--- src/rtl/alu_issue_pkg.sv ---
// Shared decode types and constants for the ALU issue slice.
// Pure declarations: no latency, no flow control.
// Decode rules for OP / OP-IMM live in decode() so the top stays a thin pipe.
package alu_issue_pkg;

   localparam int REG_W = 32;
   localparam int NREGS = 32;

   localparam logic [6:0] OPC_OP     = 7'b0110011;
   localparam logic [6:0] OPC_OP_IMM = 7'b0010011;

   localparam logic [6:0] F7_BASE = 7'b0000000;
   localparam logic [6:0] F7_ALT  = 7'b0100000;

   localparam logic [2:0] F3_ADD  = 3'd0;
   localparam logic [2:0] F3_SLL  = 3'd1;
   localparam logic [2:0] F3_SLT  = 3'd2;
   localparam logic [2:0] F3_SLTU = 3'd3;
   localparam logic [2:0] F3_XOR  = 3'd4;
   localparam logic [2:0] F3_SR   = 3'd5;
   localparam logic [2:0] F3_OR   = 3'd6;
   localparam logic [2:0] F3_AND  = 3'd7;

   typedef struct packed {
      logic             legal;
      logic             use_rs1;
      logic             use_rs2;
      logic [4:0]       rd;
      logic [4:0]       rs1;
      logic [4:0]       rs2;
      logic [6:0]       funct7;
      logic [2:0]       funct3;
      logic [REG_W-1:0] imm;
   } dec_t;

   function automatic dec_t decode(input logic [31:0] instr);
      dec_t       d;
      logic [6:0] f7;
      f7       = instr[31:25];
      d.rd     = instr[11:7];
      d.rs1    = instr[19:15];
      d.rs2    = instr[24:20];
      d.funct3 = instr[14:12];
      d.funct7 = F7_BASE;
      d.imm    = {{20{instr[31]}}, instr[31:20]};
      d.legal  = 1'b0;
      d.use_rs2 = 1'b0;
      case (instr[6:0])
         OPC_OP: begin
            d.funct7  = f7;
            d.legal   = (f7 == F7_BASE) ||
                        ((f7 == F7_ALT) && ((d.funct3 == F3_ADD) || (d.funct3 == F3_SR)));
            d.use_rs2 = d.legal;
         end
         OPC_OP_IMM: begin
            // Shifts carry shamt in the imm field; everything else forces funct7 so ADDI never becomes SUB.
            case (d.funct3)
               F3_SLL: begin
                  d.imm   = {27'b0, instr[24:20]};
                  d.legal = (f7 == F7_BASE);
               end
               F3_SR: begin
                  d.imm    = {27'b0, instr[24:20]};
                  d.funct7 = f7;
                  d.legal  = (f7 == F7_BASE) || (f7 == F7_ALT);
               end
               default: d.legal = 1'b1;
            endcase
         end
         default: d.legal = 1'b0;
      endcase
      d.use_rs1 = d.legal;
      return d;
   endfunction

endpackage

--- src/rtl/alu_issue_if.sv ---
// Fetch-side handshake plus the registered operand bus to the combinational ALU.
// No latency of its own; instr_valid/instr_ready carries backpressure.
interface alu_issue_if;
   import alu_issue_pkg::*;

   logic             instr_valid;
   logic             instr_ready;
   logic [31:0]      instr;
   logic [REG_W-1:0] alu_operand1;
   logic [REG_W-1:0] alu_operand2;
   logic [6:0]       alu_funct7;
   logic [2:0]       alu_funct3;
   logic             alu_valid;
   logic [REG_W-1:0] alu_result;
   logic             illegal_instr;

   modport master (
      input  instr_valid, instr, alu_result,
      output instr_ready, alu_operand1, alu_operand2, alu_funct7, alu_funct3,
             alu_valid, illegal_instr
   );

   modport slave (
      output instr_valid, instr, alu_result,
      input  instr_ready, alu_operand1, alu_operand2, alu_funct7, alu_funct3,
             alu_valid, illegal_instr
   );
endinterface

--- src/rtl/alu_regfile.sv ---
// 32x32 register file: two async read ports, one debug read port, one sync write port.
// Reads are combinational; a write lands at the edge and is visible next cycle. No backpressure.
module alu_regfile
   import alu_issue_pkg::*;
(
   input  logic             clk,
   input  logic             rst_n,
   input  logic [4:0]       rd1_addr,
   output logic [REG_W-1:0] rd1_data,
   input  logic [4:0]       rd2_addr,
   output logic [REG_W-1:0] rd2_data,
   input  logic [4:0]       dbg_addr,
   output logic [REG_W-1:0] dbg_data,
   input  logic             wr_en,
   input  logic [4:0]       wr_addr,
   input  logic [REG_W-1:0] wr_data
);

   logic [REG_W-1:0] regs [NREGS];

   always_ff @(posedge clk or negedge rst_n) begin
      if (!rst_n) begin
         for (int i = 0; i < NREGS; i++) regs[i] <= '0;
      end else if (wr_en && (wr_addr != 5'd0)) begin
         regs[wr_addr] <= wr_data;
      end
   end

   // x0 is muxed to zero on read so entry 0 never needs special write handling.
   assign rd1_data = (rd1_addr == 5'd0) ? '0 : regs[rd1_addr];
   assign rd2_data = (rd2_addr == 5'd0) ? '0 : regs[rd2_addr];
   assign dbg_data = (dbg_addr == 5'd0) ? '0 : regs[dbg_addr];

endmodule

--- src/rtl/alu_issue_unit.sv ---
// Decode -> execute/writeback issue pipe feeding a combinational ALU; optional ALU_ISSUE_FWD_EN forwarding.
// Accept at edge N, operands valid N..N+1, result written at N+1.
// Without forwarding a RAW hazard on the S1 rd drops instr_ready for one cycle.
module alu_issue_unit
   import alu_issue_pkg::*;
#(
   parameter int XLEN                  = 32,
   parameter bit RESET_PC_UNUSED_CHECK = 1'b1
) (
   input  logic             clk,
   input  logic             rst_n,
   alu_issue_if.master      bus,
   input  logic [4:0]       dbg_rd_addr,
   output logic [REG_W-1:0] dbg_rd_data
);

   dec_t            dec;
   logic [XLEN-1:0] rf_rs1, rf_rs2;
   logic [XLEN-1:0] op1_d, src2_d, op2_d;
   logic            haz_rs1, haz_rs2, accept, wr_en;

   logic            s1_vld, s1_ill;
   logic [4:0]      s1_rd;
   logic [XLEN-1:0] s1_op1, s1_op2;
   logic [6:0]      s1_f7;
   logic [2:0]      s1_f3;

   assign dec = decode(bus.instr);

   assign haz_rs1 = dec.use_rs1 && s1_vld && (s1_rd != 5'd0) && (dec.rs1 == s1_rd);
   assign haz_rs2 = dec.use_rs2 && s1_vld && (s1_rd != 5'd0) && (dec.rs2 == s1_rd);

`ifdef ALU_ISSUE_FWD_EN
   assign op1_d           = haz_rs1 ? bus.alu_result : rf_rs1;
   assign src2_d          = haz_rs2 ? bus.alu_result : rf_rs2;
   assign bus.instr_ready = 1'b1;
`else
   // The stall cycle lets the S1 write land so the retried read sees it.
   assign op1_d           = rf_rs1;
   assign src2_d          = rf_rs2;
   assign bus.instr_ready = !(haz_rs1 || haz_rs2);
`endif

   assign op2_d  = dec.use_rs2 ? src2_d : dec.imm;
   assign accept = bus.instr_valid && bus.instr_ready;
   assign wr_en  = s1_vld && (s1_rd != 5'd0);

   alu_regfile u_regfile (
      .clk      (clk),
      .rst_n    (rst_n),
      .rd1_addr (dec.rs1),
      .rd1_data (rf_rs1),
      .rd2_addr (dec.rs2),
      .rd2_data (rf_rs2),
      .dbg_addr (dbg_rd_addr),
      .dbg_data (dbg_rd_data),
      .wr_en    (wr_en),
      .wr_addr  (s1_rd),
      .wr_data  (bus.alu_result)
   );

   always_ff @(posedge clk or negedge rst_n) begin
      if (!rst_n) begin
         s1_vld <= 1'b0;
         s1_ill <= 1'b0;
         s1_rd  <= '0;
         s1_op1 <= '0;
         s1_op2 <= '0;
         s1_f7  <= '0;
         s1_f3  <= '0;
      end else begin
         s1_vld <= accept && dec.legal;
         s1_ill <= accept && !dec.legal;
         if (accept) begin
            s1_rd  <= dec.rd;
            s1_op1 <= op1_d;
            s1_op2 <= op2_d;
            s1_f7  <= dec.funct7;
            s1_f3  <= dec.funct3;
         end
      end
   end

   assign bus.alu_valid     = s1_vld;
   assign bus.illegal_instr = s1_ill;
   assign bus.alu_operand1  = s1_op1;
   assign bus.alu_operand2  = s1_op2;
   assign bus.alu_funct7    = s1_f7;
   assign bus.alu_funct3    = s1_f3;

   generate
      if (RESET_PC_UNUSED_CHECK) begin : g_rst_chk
         a_no_valid_in_reset: assert property (@(posedge clk) !rst_n |-> !bus.instr_valid);
      end
   endgenerate

endmodule
--- src/flat_wrapper.sv ---
// flat-port wrapper written by rule: the top's interface ports become plain ports
module alu_issue_unit_flat import alu_issue_pkg::*;
#(
   parameter int XLEN                  = 32,
   parameter bit RESET_PC_UNUSED_CHECK = 1'b1
)
  (clk, rst_n, dbg_rd_addr, dbg_rd_data, bus_instr_valid, bus_instr, bus_alu_result, bus_instr_ready, bus_alu_operand1, bus_alu_operand2, bus_alu_funct7, bus_alu_funct3, bus_alu_valid, bus_illegal_instr);
  alu_issue_if bus_i ();
  input  logic clk;
  input  logic rst_n;
  input  logic [4:0] dbg_rd_addr;
  output logic [REG_W-1:0] dbg_rd_data;
  input wire logic [$bits(bus_i.instr_valid)-1:0] bus_instr_valid;
  input wire logic [$bits(bus_i.instr)-1:0] bus_instr;
  input wire logic [$bits(bus_i.alu_result)-1:0] bus_alu_result;
  output wire logic [$bits(bus_i.instr_ready)-1:0] bus_instr_ready;
  output wire logic [$bits(bus_i.alu_operand1)-1:0] bus_alu_operand1;
  output wire logic [$bits(bus_i.alu_operand2)-1:0] bus_alu_operand2;
  output wire logic [$bits(bus_i.alu_funct7)-1:0] bus_alu_funct7;
  output wire logic [$bits(bus_i.alu_funct3)-1:0] bus_alu_funct3;
  output wire logic [$bits(bus_i.alu_valid)-1:0] bus_alu_valid;
  output wire logic [$bits(bus_i.illegal_instr)-1:0] bus_illegal_instr;
  assign bus_i.instr_valid = bus_instr_valid;
  assign bus_i.instr = bus_instr;
  assign bus_i.alu_result = bus_alu_result;
  assign bus_instr_ready = bus_i.instr_ready;
  assign bus_alu_operand1 = bus_i.alu_operand1;
  assign bus_alu_operand2 = bus_i.alu_operand2;
  assign bus_alu_funct7 = bus_i.alu_funct7;
  assign bus_alu_funct3 = bus_i.alu_funct3;
  assign bus_alu_valid = bus_i.alu_valid;
  assign bus_illegal_instr = bus_i.illegal_instr;
  alu_issue_unit #(.XLEN(XLEN), .RESET_PC_UNUSED_CHECK(RESET_PC_UNUSED_CHECK)) u_core (.clk(clk), .rst_n(rst_n), .bus(bus_i), .dbg_rd_addr(dbg_rd_addr), .dbg_rd_data(dbg_rd_data));
endmodule
--- config.mk ---
export PLATFORM = sky130hd
export DESIGN_NAME = alu_issue_unit_flat
export DESIGN_NICKNAME = d
export VERILOG_FILES = /design/src/rtl/alu_issue_pkg.sv /design/src/rtl/alu_issue_if.sv /design/src/rtl/alu_regfile.sv /design/src/rtl/alu_issue_unit.sv /design/src/flat_wrapper.sv
export SDC_FILE = /design/constraint.sdc
export NUM_CORES = 2
export LEC_CHECK = 0
export ABC_AREA = 1
export CAP_MARGIN = 20
export CELL_PAD_IN_SITES_DETAIL_PLACEMENT = 1
export CELL_PAD_IN_SITES_GLOBAL_PLACEMENT = 2
export CORE_UTILIZATION = 36
export CTS_CLUSTER_DIAMETER = 80
export DETAILED_ROUTE_END_ITERATION = 10
export PLACE_DENSITY_LB_ADDON = 0.1
export SLEW_MARGIN = 40
export SYNTH_ARGS = -nofsm -noshare
export SYNTH_HDL_FRONTEND = slang
export SYNTH_SLANG_ARGS = --single-unit
export TNS_END_PERCENT = 30
--- constraint.sdc ---
create_clock -name clk -period 2.6 [get_ports clk]
set_input_delay 0.52 -clock clk [delete_from_list [all_inputs] [get_ports clk]]
set_output_delay 0.52 -clock clk [all_outputs]
set_load 0.01 [all_outputs]
Yosys cells after proc, flatten, opt, wreduce, memory -nomap -nowiden
Cells that the tools add are included.
- register bits: 1105
- logic and storage cells: 104
- magnitude comparators: 5
- eq/ne operators: 7
- mux-type cells: 23
- bitwise gates (word level): 4
- reductions and logical operators: 26
- operator list (kind ; number):
    bitwise mux 1024 bit ; 1
    binary-select mux 32 bit (select 5 bit) ; 3
    two-way mux 32 bit ; 13
    demux 32 bit (select 5 bit) ; 1
    greater-or-equal comparator 6 bit, second input constant ; 4
    inverter 5 -> 6 bit ; 4
    logical NOT 5 bit ; 3
    == test 7 x 6 -> 1 bit, second input constant ; 2
    case mux 7 bit (2 select lines) ; 1
    logical AND 1 bit ; 13
    == test 5 bit ; 2
    == test 7 x 5 -> 1 bit, second input constant ; 1
    logical NOT 7 bit ; 1
    two-way mux 7 bit ; 1
    < comparator 6 x 1 -> 1 bit, second input constant ; 1
    nonzero test 5 bit ; 1
    logical OR 1 bit ; 4
    case mux 1 bit (2 select lines) ; 2
    == test 3 x 1 -> 1 bit, second input constant ; 1
    == test 3 bit, second input constant ; 1
    logical NOT 3 bit ; 1
    logical NOT 1 bit ; 2
    OR reduction 2 bit ; 1
    two-way mux 1 bit ; 1

Longest topological paths before layout
- depth after elaboration: 12
- gate-level depth with buffers: 15
- depth with buffers taken out: 12

Hierarchy
A second synthesis with hierarchy kept.
- cell total of the unflattened synthesis: 11242
- area total of the unflattened synthesis: 70538.9 um^2
- modules (own cells, without submodules) (module ; instances ; cells an instance ; area each (um^2) ; seq. area each (um^2)):
    alu_regfile ; 1 ; 10714 ; 66478.8 ; 25624.6
    alu_issue_unit ; 1 ; 528 ; 4060.1 ; 2026.9

Worst setup path before layout
Ideal clock, no wire load.
- kind: input port to output port
- start point: in dbg_rd_addr[0]
- end point: out dbg_rd_data[17]
- data arrival time: 1.898 ns
- data required time: 2.080 ns
- setup slack: 0.182 ns
- stages: 10
- path buffers: 3
- cells stage by stage: clkinv_1 -> buf_2 -> clkbuf_1 -> clkbuf_1 -> a21oi_1 -> o21ai_0 -> nand3_1 -> nand2_1 -> nor2_1 -> nor2_1
- word-level cells in the longest chain between the ends: 5
- elaborated cells between the ends (all ways): 6
- classes of those cells: mux: 4; bitwise: 1; reduce/logical: 1
- RTL lines (item ; line ; RTL):
    start: declaration ; flat_wrapper.sv:11 ; input logic [4:0] dbg_rd_addr;
    inverter 5 -> 6 bit (implied by the code) ; alu_regfile.sv:32 ; assign dbg_data = (dbg_addr == 5'd0) ? '0 : regs[dbg_addr];
    binary-select mux 32 bit (select 5 bit) ; alu_regfile.sv:32 ;
    two-way mux 32 bit (implied by the code) (2 in a row) ; alu_regfile.sv:32 ;
    two-way mux 32 bit (*) ; alu_regfile.sv:32 ;
    end: declaration ; flat_wrapper.sv:12 ; output logic [REG_W-1:0] dbg_rd_data;
Every way passes the cells marked *; elsewhere a longest branch is shown, timed or not. The select of a mux whose other input is x is not followed.

Worst setup path after layout
- start point: reg u_core.u_regfile.regs[49] in the netlist's numbering
- end point: out dbg_rd_data[17]
- word-level cells in the longest chain between the ends: 4
- RTL lines (item ; line ; RTL):
    start: declaration ; alu_regfile.sv:19 ; logic [REG_W-1:0] regs [NREGS];
    start signal: indexed assignment ; alu_regfile.sv:25 ; regs[wr_addr] <= wr_data;
    binary-select mux 32 bit (select 5 bit) ; alu_regfile.sv:32 ;
    two-way mux 32 bit (implied by the code) (2 in a row) ; alu_regfile.sv:32 ;
    two-way mux 32 bit ; alu_regfile.sv:32 ;
Every way passes these cells. The select of a mux whose other input is x is not followed.

==> out/results.txt <==
Placed Cells incl. Taps = 12897
global router's overall resource usage = 39.6%
post-CTS clock slew at the launch and capture registers of the worst setup and hold paths = 0.05 ns
average via count per standard cell = 6.05
final hold viol count = 0
primary flip-flop cell chosen by synthesis mapping = dfrtp_1
number of enable flip-flop cells after synthesis = 0
post-route fraction of the period consumed by the critical path = 113%
cell-internal power = 32.9 mW
switching power summed over all nets = 14.3 mW
combinational family with the most area after synthesis = simple AND/OR/NAND/NOR gates
required time of the worst setup path = 2.08 ns
switching part of the total = 30.3%
first-pass GRT wire length = 564 mm
post-route antenna net violation count = 0
register share of total power = 37.4%
adder and majority cell fraction of the synthesized area = 0%
CTS H-Tree Depth = 4
sum of overflow across all layers after global routing = 0
clock latency at the later pin of the worst-skew pair = 0.83 ns
Non-Filler Instances = 13230
std cell rows = 160
violations in the final reports = setup timing
Inserted Clock Buffers = 145
number of buffers inserted by port buffering = 180
share of cell area taken by muxes after synthesis = 0%
maximum number of pins on one net before global-route repair = 99
Synth async-reset ratio = 100%
CTS tree = built
clock share of power = 45.4%
buffers from clock root to sink, at most = 3
setup repair after global routing missed its margin = true
Static Leakage = 41.9 nW
Top cell by count, worst path = buf_6
largest driver fanout on the critical path = 2
buffer type at the clock tree root = clkbuf_16
critical setup path kind = reg -> out
start point of the critical path = u_core.u_regfile.regs[49]
Cell Pwr Density = 552 nW/µm²
Avg WL per Cell = 29.7 µm
Sink Count = 1105
cell count after synthesis = 10429
Crit Reg-Reg Startpoint = u_core.s1_rd[1]
initial antenna violation count = 22
simple-gate share of the synthesized area = 27.5%
Critical Path Sink Type = output pin
total routed wirelength = 392 mm
ports placed on the boundary = 181
final-layout fill cell count = 23912
RD Place Congestion = 0.918
xor/xnor cell area share of the yosys netlist = 0.0505%
area of the placeable core = 191000 µm²
worst relative slew slack = 39.7%
class of the most critical hold timing path = in -> async
Max Transition Viols Final = 0
category of the worst setup path launch point = register
CP max-delay cell = dfrtp_1
first-pass detailed-route iteration total = 5
FF+latch count, synth = 1105
Die Area = 194000 µm²
top cell type's share of synthesized area = 39.9%
fraction of the mapped netlist area in compound gates = 23.8%
number of library cell types mapped by synthesis = 33
fin crit period = 2.93 ns
Post-Route Skew = 0.0284 ns
setup TNS after final layout = -7.00 ns
via count of the first global-routing pass = 78668
top-count cell post-synth = nand2_1
library cell occupying the most area in the post-synthesis netlist = dfrtp_1
Max Clk Rate = 341 MHz
number of vias after detailed routing = 79984
minimum setup slack in the final design = -0.334 ns
worst-case vdd ir drop = 0.649 mV
total of endpoints with negative setup slack in the final report = 33
Net count, final = 10674
most area-consuming cells after synthesis = dfrtp_1 (40%), nand2_1 (16%), o21ai_0 (14%)
Largest stage delay, worst path = 0.37 ns
area of the mapped netlist = 69300 µm²
cells along the critical path = inv_2, a21oi_2, o21ai_1, o211ai_1, nand3_1, nand3_2, nand2_2, nor2_4, buf_6, buf_6
register area share after synthesis = 39.9%
average cell area after synthesis = 6.65 µm²
Maximum Capacitance Violations = 0
layout cell share with drive strength beyond 1 = 12.7%
outcome = finished with violations
dpl hpwl = 252 mm
starting density of the core = 36.3%
sum of internal, switching and leakage power = 47.2 mW
detailed router's first-iteration violation count = 9082
floorplan die height = 441 µm
Die Span X = 441 µm
Gate power share = 17.2%
slew of the pin with the lowest slew margin = 0.905 ns
Mapped Nets = 10501
number of warnings printed during yosys synthesis = 0
arrival time reported for the critical path endpoint = 2.41 ns
final routed DRC violation total = 0
P&R area growth vs syn = 23.4%
ranking of synthesized cells by instance count = nand2_1 (2889), o21ai_0 (1915), dfrtp_1 (1105), nand3_1 (888), nor2_1 (840)
==> final timing paths <==
check,endpoint,slack (ns),depth (start not counted)
min in group clk,u_core.s1_rd[2],0.29,3
setup reg to reg,u_core.u_regfile.regs[941],0.30,7
hold reg to reg,u_core.u_regfile.regs[996],0.43,0
max in group asynchronous,u_core.u_regfile.regs[570],1.24,3
setup / recovery,dbg_rd_data[17],-0.33,10
hold / removal,u_core.bus.alu_funct7[2],0.18,2
==> what timing repair did <==
item                                    CTS  global route
hold buffers                              1             0
gates cloned                              1             6
resized for setup                       354           200
endpoints found under the setup margin   33            33
buffers inserted                         34            36
pin swaps                                85            78
endpoints found under the hold margin   237             0
==> routing by layer <==
metal	up-vias	share of wire [%]	GRT usage, %	wire length [µm]
li1	34958	-	-	-
met1	40324	42	53.4	166000
met2	3811	43	60.5	170000
met3	877	9.4	8.87	36800
met4	14	5.0	17.7	19700
met5	-	0.034	0	135
==> through the flow <==
step	cell area [µm²]	hold slack, ns	worst slack (ns)	utilization (%)
after floorplan	69300	0.224	0.182	-
after global placement	79200	0.395	-1.13	41.5
after detailed placement	79200	0.404	-1.14	41.5
after CTS	84900	0.153	-0.403	44.5
after global routing	85600	0.184	-0.391	44.8
final	85600	0.183	-0.334	44.9
==> critical path: cells and delay by family, from the launching register on <==
kind | cells | cell delay [ns]
AO/OA/AOI/OAI | 3 | 0.30
flip-flops | 1 | 0.37
buffers and inverters | 3 | 0.32
AND/OR/NAND/NOR | 4 | 0.59
==> final cells by class <==
cell class                 count  area [µm²]  share of cell area [%]
timing repair buffer         967       11100                    13.0
timing repair inverter         1        11.3                  0.0132
antenna                        6        15.0                  0.0175
sequential                  1105       27700                    32.3
inverter                     593        2310                    2.70
multi-input combinational   7789       36300                    42.5
clock buffer                 215        4500                    5.26
clock inverter                43         464                   0.542
tap                         2511        3140                    3.67
==> cells in the final DEF, fill, tap and decap left out, types with 13 or more instances in the layout <==
| cell type | Yosys | final |
|---|---|---|
| nand2_1 | 2889 | 2857 |
| o21ai_0 | 1915 | 1714 |
| dfrtp_1 | 1105 | 1098 |
| nand3_1 | 888 | 878 |
| nor2_1 | 840 | 797 |
| a21oi_1 | 644 | 614 |
| buf_4 | 4 | 523 |
| inv_1 | 578 | 521 |
| o211ai_1 | 425 | 425 |
| buf_12 | 0 | 250 |
| o21ai_1 | 64 | 249 |
| clkbuf_16 | 0 | 162 |
| clkdlybuf4s50_1 | 0 | 131 |
| inv_2 | 12 | 61 |
| or2_2 | 43 | 43 |
| clkbuf_8 | 0 | 36 |
| buf_6 | 1 | 33 |
| a21oi_2 | 0 | 29 |
| nor2_4 | 2 | 26 |
| nand2_4 | 0 | 26 |
| clkinv_2 | 0 | 26 |
| clkbuf_1 | 684 | 23 |
| nor2_2 | 3 | 22 |
| nand2_2 | 14 | 20 |
| o21ai_2 | 0 | 16 |
| o221ai_1 | 13 | 13 |
==> cell families after synthesis <==
kind of cell	Yosys count
compound gates	3076
flops	1105
buf+inv	1535
xor+xnor	4
simple gates	4709
==> power groups by stage <==
| stage | sequential [mW] | clock (mW) | combinational [mW] |
|---|---|---|---|
| floorplan | 18.0 | 0 | 3.31 |
| global placement | 17.9 | 0 | 7.59 |
| detailed placement | 17.9 | 0 | 7.71 |
| CTS | 17.6 | 21.7 | 7.85 |
| global route | 17.7 | 22.2 | 8.57 |
| finish | 17.7 | 21.5 | 8.12 |
==> sequential cells by signal, indices dropped and copies added (netlist names) <==
signal	cells
u_core.bus.alu_funct3	3
u_core.bus.alu_funct7	7
u_core.bus.alu_operand1	32
u_core.bus.alu_operand2	32
u_core.bus.alu_valid	1
u_core.bus.illegal_instr	1
u_core.s1_rd	5
u_core.u_regfile.regs	1024
(Power assumes the default switching activity.)
